File: src/rtl/mult_issue.sv
// mult_issue: operand queue and start sequencing for the shift-add multiplier.
// Optional RUN watchdog with sticky timeout_err when ISSUE_TIMEOUT_EN is defined.
module mult_issue #(
   parameter int N       = 8,
   parameter int DEPTH   = 2,
   parameter int TIMEOUT = 64
) (
   input  logic           clock,
   input  logic           nreset,
   input  logic           in_valid,
   output logic           in_ready,
   input  logic [N-1:0]   in_a,
   input  logic [N-1:0]   in_b,
   output logic           out_valid,
   input  logic           out_ready,
   output logic [2*N-1:0] out_p,
   output logic           mult_start,
   output logic [N-1:0]   mult_a,
   output logic [N-1:0]   mult_b,
   input  logic           mult_resetout,
   input  logic           mult_ready,
   input  logic [2*N-1:0] mult_product,
`ifdef ISSUE_TIMEOUT_EN
   output logic           timeout_err,
`endif
   output logic           busy
);

   localparam int AW = $clog2(DEPTH);
   localparam int TW = $clog2(TIMEOUT) + 1;

   typedef enum logic [1:0] {IDLE, RUN, CAPTURE, RELEASE} state_t;

   if (DEPTH < 2 || (DEPTH & (DEPTH - 1)) != 0 || TIMEOUT < 1 || TW < 1)
      $error("mult_issue: bad parameters");

   state_t        state, state_nx;
   logic [N-1:0]  mem_a [DEPTH];
   logic [N-1:0]  mem_b [DEPTH];
   logic [AW-1:0] rptr, wptr;
   logic [AW:0]   count;
   logic          push, pop, empty, launch, capture;

   assign empty    = (count == '0);
   assign in_ready = (count != (AW+1)'(DEPTH));
   assign push     = in_valid && in_ready;
   assign mult_a   = empty ? '0 : mem_a[rptr];
   assign mult_b   = empty ? '0 : mem_b[rptr];
   assign busy     = (state != IDLE);
   // a draining result frees the slot on this same edge
   assign launch   = !empty && mult_resetout && (!out_valid || out_ready);

`ifdef ISSUE_TIMEOUT_EN
   logic [TW-1:0] tcnt;
   logic          tmo;
   assign tmo = (state == RUN) && !mult_ready && (tcnt == TW'(TIMEOUT - 1));
`endif

   always_ff @(posedge clock or negedge nreset) begin
      if (!nreset) state <= IDLE;
      else         state <= state_nx;
   end

   always_comb begin
      state_nx   = state;
      mult_start = 1'b0;
      pop        = 1'b0;
      capture    = 1'b0;
      unique case (state)
         IDLE: begin
            if (launch) state_nx = RUN;
         end
         RUN: begin
            mult_start = 1'b1;
            if (mult_ready) state_nx = CAPTURE;
`ifdef ISSUE_TIMEOUT_EN
            else if (tmo) begin
               state_nx = RELEASE;
               pop      = 1'b1;
            end
`endif
         end
         CAPTURE: begin
            mult_start = 1'b1;
            pop        = 1'b1;
            capture    = 1'b1;
            state_nx   = RELEASE;
         end
         RELEASE: begin
            if (mult_resetout) state_nx = IDLE;
         end
         default: state_nx = IDLE;
      endcase
   end

   always_ff @(posedge clock) begin
      if (push) begin
         mem_a[wptr] <= in_a;
         mem_b[wptr] <= in_b;
      end
   end

   always_ff @(posedge clock or negedge nreset) begin
      if (!nreset) begin
         rptr  <= '0;
         wptr  <= '0;
         count <= '0;
      end else begin
         if (push) wptr <= wptr + AW'(1);
         if (pop)  rptr <= rptr + AW'(1);
         unique case ({push, pop})
            2'b10:   count <= count + (AW+1)'(1);
            2'b01:   count <= count - (AW+1)'(1);
            default: count <= count;
         endcase
      end
   end

   always_ff @(posedge clock or negedge nreset) begin
      if (!nreset) begin
         out_valid <= 1'b0;
         out_p     <= '0;
      end else if (capture) begin
         out_valid <= 1'b1;
         out_p     <= mult_product;
      end else if (out_valid && out_ready) begin
         out_valid <= 1'b0;
      end
   end

`ifdef ISSUE_TIMEOUT_EN
   always_ff @(posedge clock or negedge nreset) begin
      if (!nreset) begin
         tcnt        <= '0;
         timeout_err <= 1'b0;
      end else begin
         if (state != RUN && state_nx == RUN) tcnt <= '0;
         else if (state == RUN)              tcnt <= tcnt + TW'(1);
         if (tmo) timeout_err <= 1'b1;
      end
   end
`endif

endmodule

File: config.mk
export PLATFORM = sky130hd
export DESIGN_NAME = mult_issue
export DESIGN_NICKNAME = d
export VERILOG_FILES = /design/src/rtl/mult_issue.sv
export SDC_FILE = /design/constraint.sdc
export NUM_CORES = 1
export LEC_CHECK = 0
export BUFFER_PORTS_ARGS = -buffer_cell sky130_fd_sc_hd__clkbuf_2
export CELL_PAD_IN_SITES_DETAIL_PLACEMENT = 1
export CELL_PAD_IN_SITES_GLOBAL_PLACEMENT = 1
export CORE_ASPECT_RATIO = 0.75
export CORE_MARGIN = 2
export CORE_UTILIZATION = 40
export DETAILED_ROUTE_END_ITERATION = 10
export HOLD_SLACK_MARGIN = 0.12
export PLACE_DENSITY_LB_ADDON = 0.1
export REMOVE_ABC_BUFFERS = 1
export SYNTH_ARGS = -nofsm -noshare
export SYNTH_HDL_FRONTEND = slang
export SYNTH_SLANG_ARGS = --single-unit
File: constraint.sdc
create_clock -name clock -period 2.4 [get_ports clock]
set_clock_uncertainty 0.15 [all_clocks]
set_input_delay 0.48 -clock clock [delete_from_list [all_inputs] [get_ports clock]]
set_output_delay 0.48 -clock clock [all_outputs]
set_load 0.05 [all_outputs]
**Word level (Yosys, flattened, before mapping)**

Memory sizes are Yosys's and may differ from the RTL's.
Cells that the tools add are included.

- Memories kept: 2
- Bits of input ports: 38
- Register bits after elaboration: 23
- Memory bits (writable): 32
- Logic and storage cells: 48

Memory list:

| memory | depth | width | read ports | clocked after Yosys merged registers in | wr ports | line | RTL |
|---|---|---|---|---|---|---|---|
| mem_a | 2 | 8 | 1 | 0 | 1 | 38 | `logic [N-1:0] mem_a [DEPTH];` |
| mem_b | 2 | 8 | 1 | 0 | 1 | 39 | `logic [N-1:0] mem_b [DEPTH];` |

- Mux-type cells: 13
- Eq/ne operators: 9
- Add/sub/neg operators: 4
- Reduce and logical (&&, ||, !) cells: 14

Operator list:

| cell | count |
|---|---|
| two-way mux 8 bit | 2 |
| != test 2 bit, second input constant | 4 |
| one-hot mux 2 bit (4 select lines) | 1 |
| == test 2 bit, second input constant | 3 |
| two-way mux 1 bit | 6 |
| two-way mux 2 bit | 3 |
| nonzero test 2 bit | 3 |
| == test 2 x 1 -> 1 bit, second input constant | 2 |
| logical AND 1 bit | 4 |
| logical NOT 2 bit | 2 |
| one-hot mux 2 bit (2 select lines) | 1 |
| AND reduction 3 bit | 1 |
| adder 1 bit, second input constant | 2 |
| adder 2 x 1 -> 2 bit, second input constant | 1 |
| logical NOT 1 bit | 2 |
| OR reduction 2 bit | 1 |
| subtractor 2 x 1 -> 2 bit, second input constant | 1 |
| logical OR 1 bit | 1 |

**Longest topological paths before layout**

- Depth in word-level cells: 6
- Gate-level depth with buffers: 6
- Mapped depth without buffers: 6

**Least setup slack after synthesis**

Ideal clock, no wire load.

- Kind: flip-flop to flip-flop
- From: register count[0]
- To: memory mem_a[0][0] (enable)
- Buffers on the path: 0
- Stages on the path, launching flop included: 4
- Setup slack: 0.030 ns
- Data arrival time: 1.832 ns
- Required time: 1.862 ns
- Library setup time: 0.388 ns
- Period minus slack after synthesis: 2.370 ns
- Path through: dfrtp_1 > nand2b_1 > nand2_1 > nor2_1

- Cells in the longest elaborated chain, start to end: 4

RTL lines:

| what | line | RTL |
|---|---|---|
| start, declared | 41 | `logic [AW:0] count;` |
| start signal, assigned | 112 | `2'b10: count <= count + (AW+1)'(1);` |
| start signal, assigned | 113 | `2'b01: count <= count - (AW+1)'(1);` |
| start signal, assigned | 114 | `default: count <= count;` |
| != test 2 bit | 45 | `assign in_ready = (count != (AW+1)'(DEPTH));` |
| named net in_ready | 11 | `output logic in_ready,` |
| logical AND 1 bit | 46 | `assign push = in_valid && in_ready;` |
| two-way mux 1 bit | 97 | `if (push) begin` |
| two-way mux 1 bit (not written as such) | 98 | `mem_a[wptr] <= in_a;` |
| end, declared | 38 |  |

The timed path passes the listed nets, and every way through them passes these cells.

**Final worst setup path**

- From: register count[0]
- To: output port mult_b[1]

- Cells in the longest elaborated chain, start to end: 2

RTL lines:

| what | line | RTL |
|---|---|---|
| logical NOT 2 bit | 44 | `assign empty = (count == '0);` |
| two-way mux 8 bit | 48 | `assign mult_b = empty ? '0 : mem_b[rptr];` |
| end, declared | 19 | `output logic [N-1:0] mult_b,` |

No other way between the ends.

==> results.sh <==
export IMPL_synth_edff_count=32
export IMPL_cap_violations=0
export IMPL_synth_warnings=0
export IMPL_endpoint_kind="output port"
export IMPL_antenna_found_initial=0
export IMPL_clk_insertion_delay_late_ns=0.31
export IMPL_num_vias=1359
export IMPL_cts_buffers=5
export IMPL_io_buffers=73
export IMPL_hold_viol_final=0
export IMPL_fin_nets=265
export IMPL_critical_path_top_delay_family="simple AND/OR/NAND/NOR gates"
export IMPL_layout_drive_gt1_share_pct=48.6
export IMPL_ys_types=20
export IMPL_clock_sinks=55
export IMPL_vias_per_cell=4.58
export IMPL_rsz0062_at_grt="false"
export IMPL_synth_top_area_share_pct=43.2
export IMPL_core_area_mm2=0.00535
export IMPL_grt_pass1_vias=1423
export IMPL_diodes=0
export IMPL_slew_limit_headroom_pct=59.7
export IMPL_finalCritPeriodShare_pct=92.5
export IMPL_fin_crit_ns=2.22
export IMPL_areaGrowthSynthToFinish_pct=26.1
export IMPL_synthTopCellsByCount="32 x edfxtp_1, 23 x dfrtp_1, 19 x nor2_1, 17 x mux2i_1, 16 x mux2_2"
export IMPL_clockBufferDepth=2
export IMPL_yosysSeqAreaShare_pct=69.1
export IMPL_clk_pin_slew_ns=0.10
export IMPL_worstPathMaxFanout=17
export IMPL_grt_pass1_wl_um=7150
export IMPL_worstPathRequired_ns=1.77
export IMPL_yosys_top_cells_area="edfxtp_1 43%, dfrtp_1 26%, mux2_2 8.1%"
export IMPL_syn_avg_cell_area_um2=16.1
export IMPL_wl_per_cell_um=15.3
export IMPL_die_w_um=90.1
export IMPL_grt_overflow_total=0
export IMPL_synth_ff_type="edfxtp_1"
export IMPL_clockRootBuffer="clkbuf_8"
export IMPL_die_area_mm2=0.00618
export IMPL_num_rows=23
export IMPL_status="complete, no violations"
export IMPL_fillers=572
export IMPL_tns_ns=0
export IMPL_slowest_delay_ns=0.46
export IMPL_postSynthCellCount=138
export IMPL_synthArstFlopShare_pct=41.8
export IMPL_drt_iter0_drc=20
export IMPL_initial_core_util_pct=41.6
export IMPL_critPathSlowestCell="dfrtp_1"
export IMPL_wl_um=4550
export IMPL_cts_tree="built"
export IMPL_hpwl_um=3410
export IMPL_drv_slew=0
export IMPL_grt_start_max_net_pins=24
export IMPL_dr_pass1_iters=4
export IMPL_gp_congestion=0.628
export IMPL_ys_ff_latch=55
export IMPL_setup_violations_final=0
export IMPL_synth_most_common_cell="edfxtp_1"
export IMPL_worst_pin_slew_ns=0.604
export IMPL_die_y_um=68.6
export IMPL_h_tree_depth=2
export IMPL_hold_path_class="input pin to flop"
export IMPL_drtAntennaViolNets=0
export IMPL_yosysTopAreaCell="edfxtp_1"
export IMPL_drc_errors=0
export IMPL_startpoint_type="flop"
export IMPL_critPathKind="flop to output port"
export IMPL_crit_chain="nor2_4 > nor2_1 > clkbuf_2"
export IMPL_fmax_mhz=450
export IMPL_worstPathArrival_ns=1.59
export IMPL_ios=74
export IMPL_synth_area_mm2=0.00222
export IMPL_path_buf_inv=1
export IMPL_grt_usage_pct=15.3
-- cell families after synthesis --
family	count (synthesis)	share of synthesized area [%]
AND/OR/NAND/NOR	29	6.52
AO/OA/AOI/OAI	1	0.956
XOR/XNOR	5	1.97
buffers and inverters	8	1.69
multiplexers	34	16.4
adder cells (fa/ha/maj)	6	3.37
flip-flops	55	69.1
-- stage by stage --
step	instance area (um^2)	util (%)	cells	worst slack [ns]	hold slack, ns
2_1_floorplan	2200	-	133	0.0300	0.0344
3_3_place_gp	2710	50.6	288	0.579	0.330
3_5_place_dp	2710	50.6	288	0.508	0.349
4_1_cts	2810	52.4	297	0.135	0.196
5_1_grt	2810	52.4	297	0.0590	0.189
6_report	2810	52.4	297	0.180	0.207
-- final cells by class --
class                      instances  area [um^2]  area share, %
sequential                        55         1540           54.8
multi-input combinational         75          651           23.2
timing repair buffer              81          428           15.3
tap                               75         93.8           3.35
clock buffer                       6         72.6           2.59
clock inverter                     2         12.5          0.446
inverter                           3         11.3          0.401
-- placed cells by master (no fill, tap or decap), drive strengths merged, types with 2 or more instances in the layout --
master  synthesis  layout
mux2i          17      17
edfxtp         32      32
nor2b           2       2
xor2            2       2
nand2b          3       3
inv             3       3
buf             4       7
ha              6       6
mux2           17      17
clkbuf          1      79
xnor2           3       3
dfrtp          23      23
nor2           21      21
-- per-layer routing --
layer  vias up  share of wire, %  track usage (%)
li1        650                 -                -
met1       668                44             18.7
met2        33                51             26.2
met3         8               4.3             3.91
met4         0               1.6             7.50
met5         -                 0                0
-- registers in the layout, summed over array words and instances (netlist names) --
name	count
mem_a	16
mem_b	16
out_p	16
count	2
state	2
out_valid	1
rptr	1
wptr	1
-- path summary, 6_finish.rpt --
check	from	to	cells after the start	slack, ns
max in group asynchronous	nreset	state[1]	2	1.15
min in group asynchronous	nreset	out_p[15]	2	0.55
hold reg to reg	out_p[5]	out_p[5]	1	0.37
setup / recovery	count[0]	mult_b[1]	3	0.18
hold / removal	in_a[2]	mem_a[1][2]	1	0.21
setup reg to reg	state[1]	state[1]	6	0.58
-- timing repair --
action                                 4_1_cts  5_1_grt
hold buffers                                 1        0
setup endpoints to repair                    0        0
buffers inserted                             0        0
gates resized for setup                      0        0
endpoints found under the hold margin       23        0
Power is left out: the tool's default activity adds up to more than one toggle a clock period on the data nets, which glitch-free logic cannot reach.
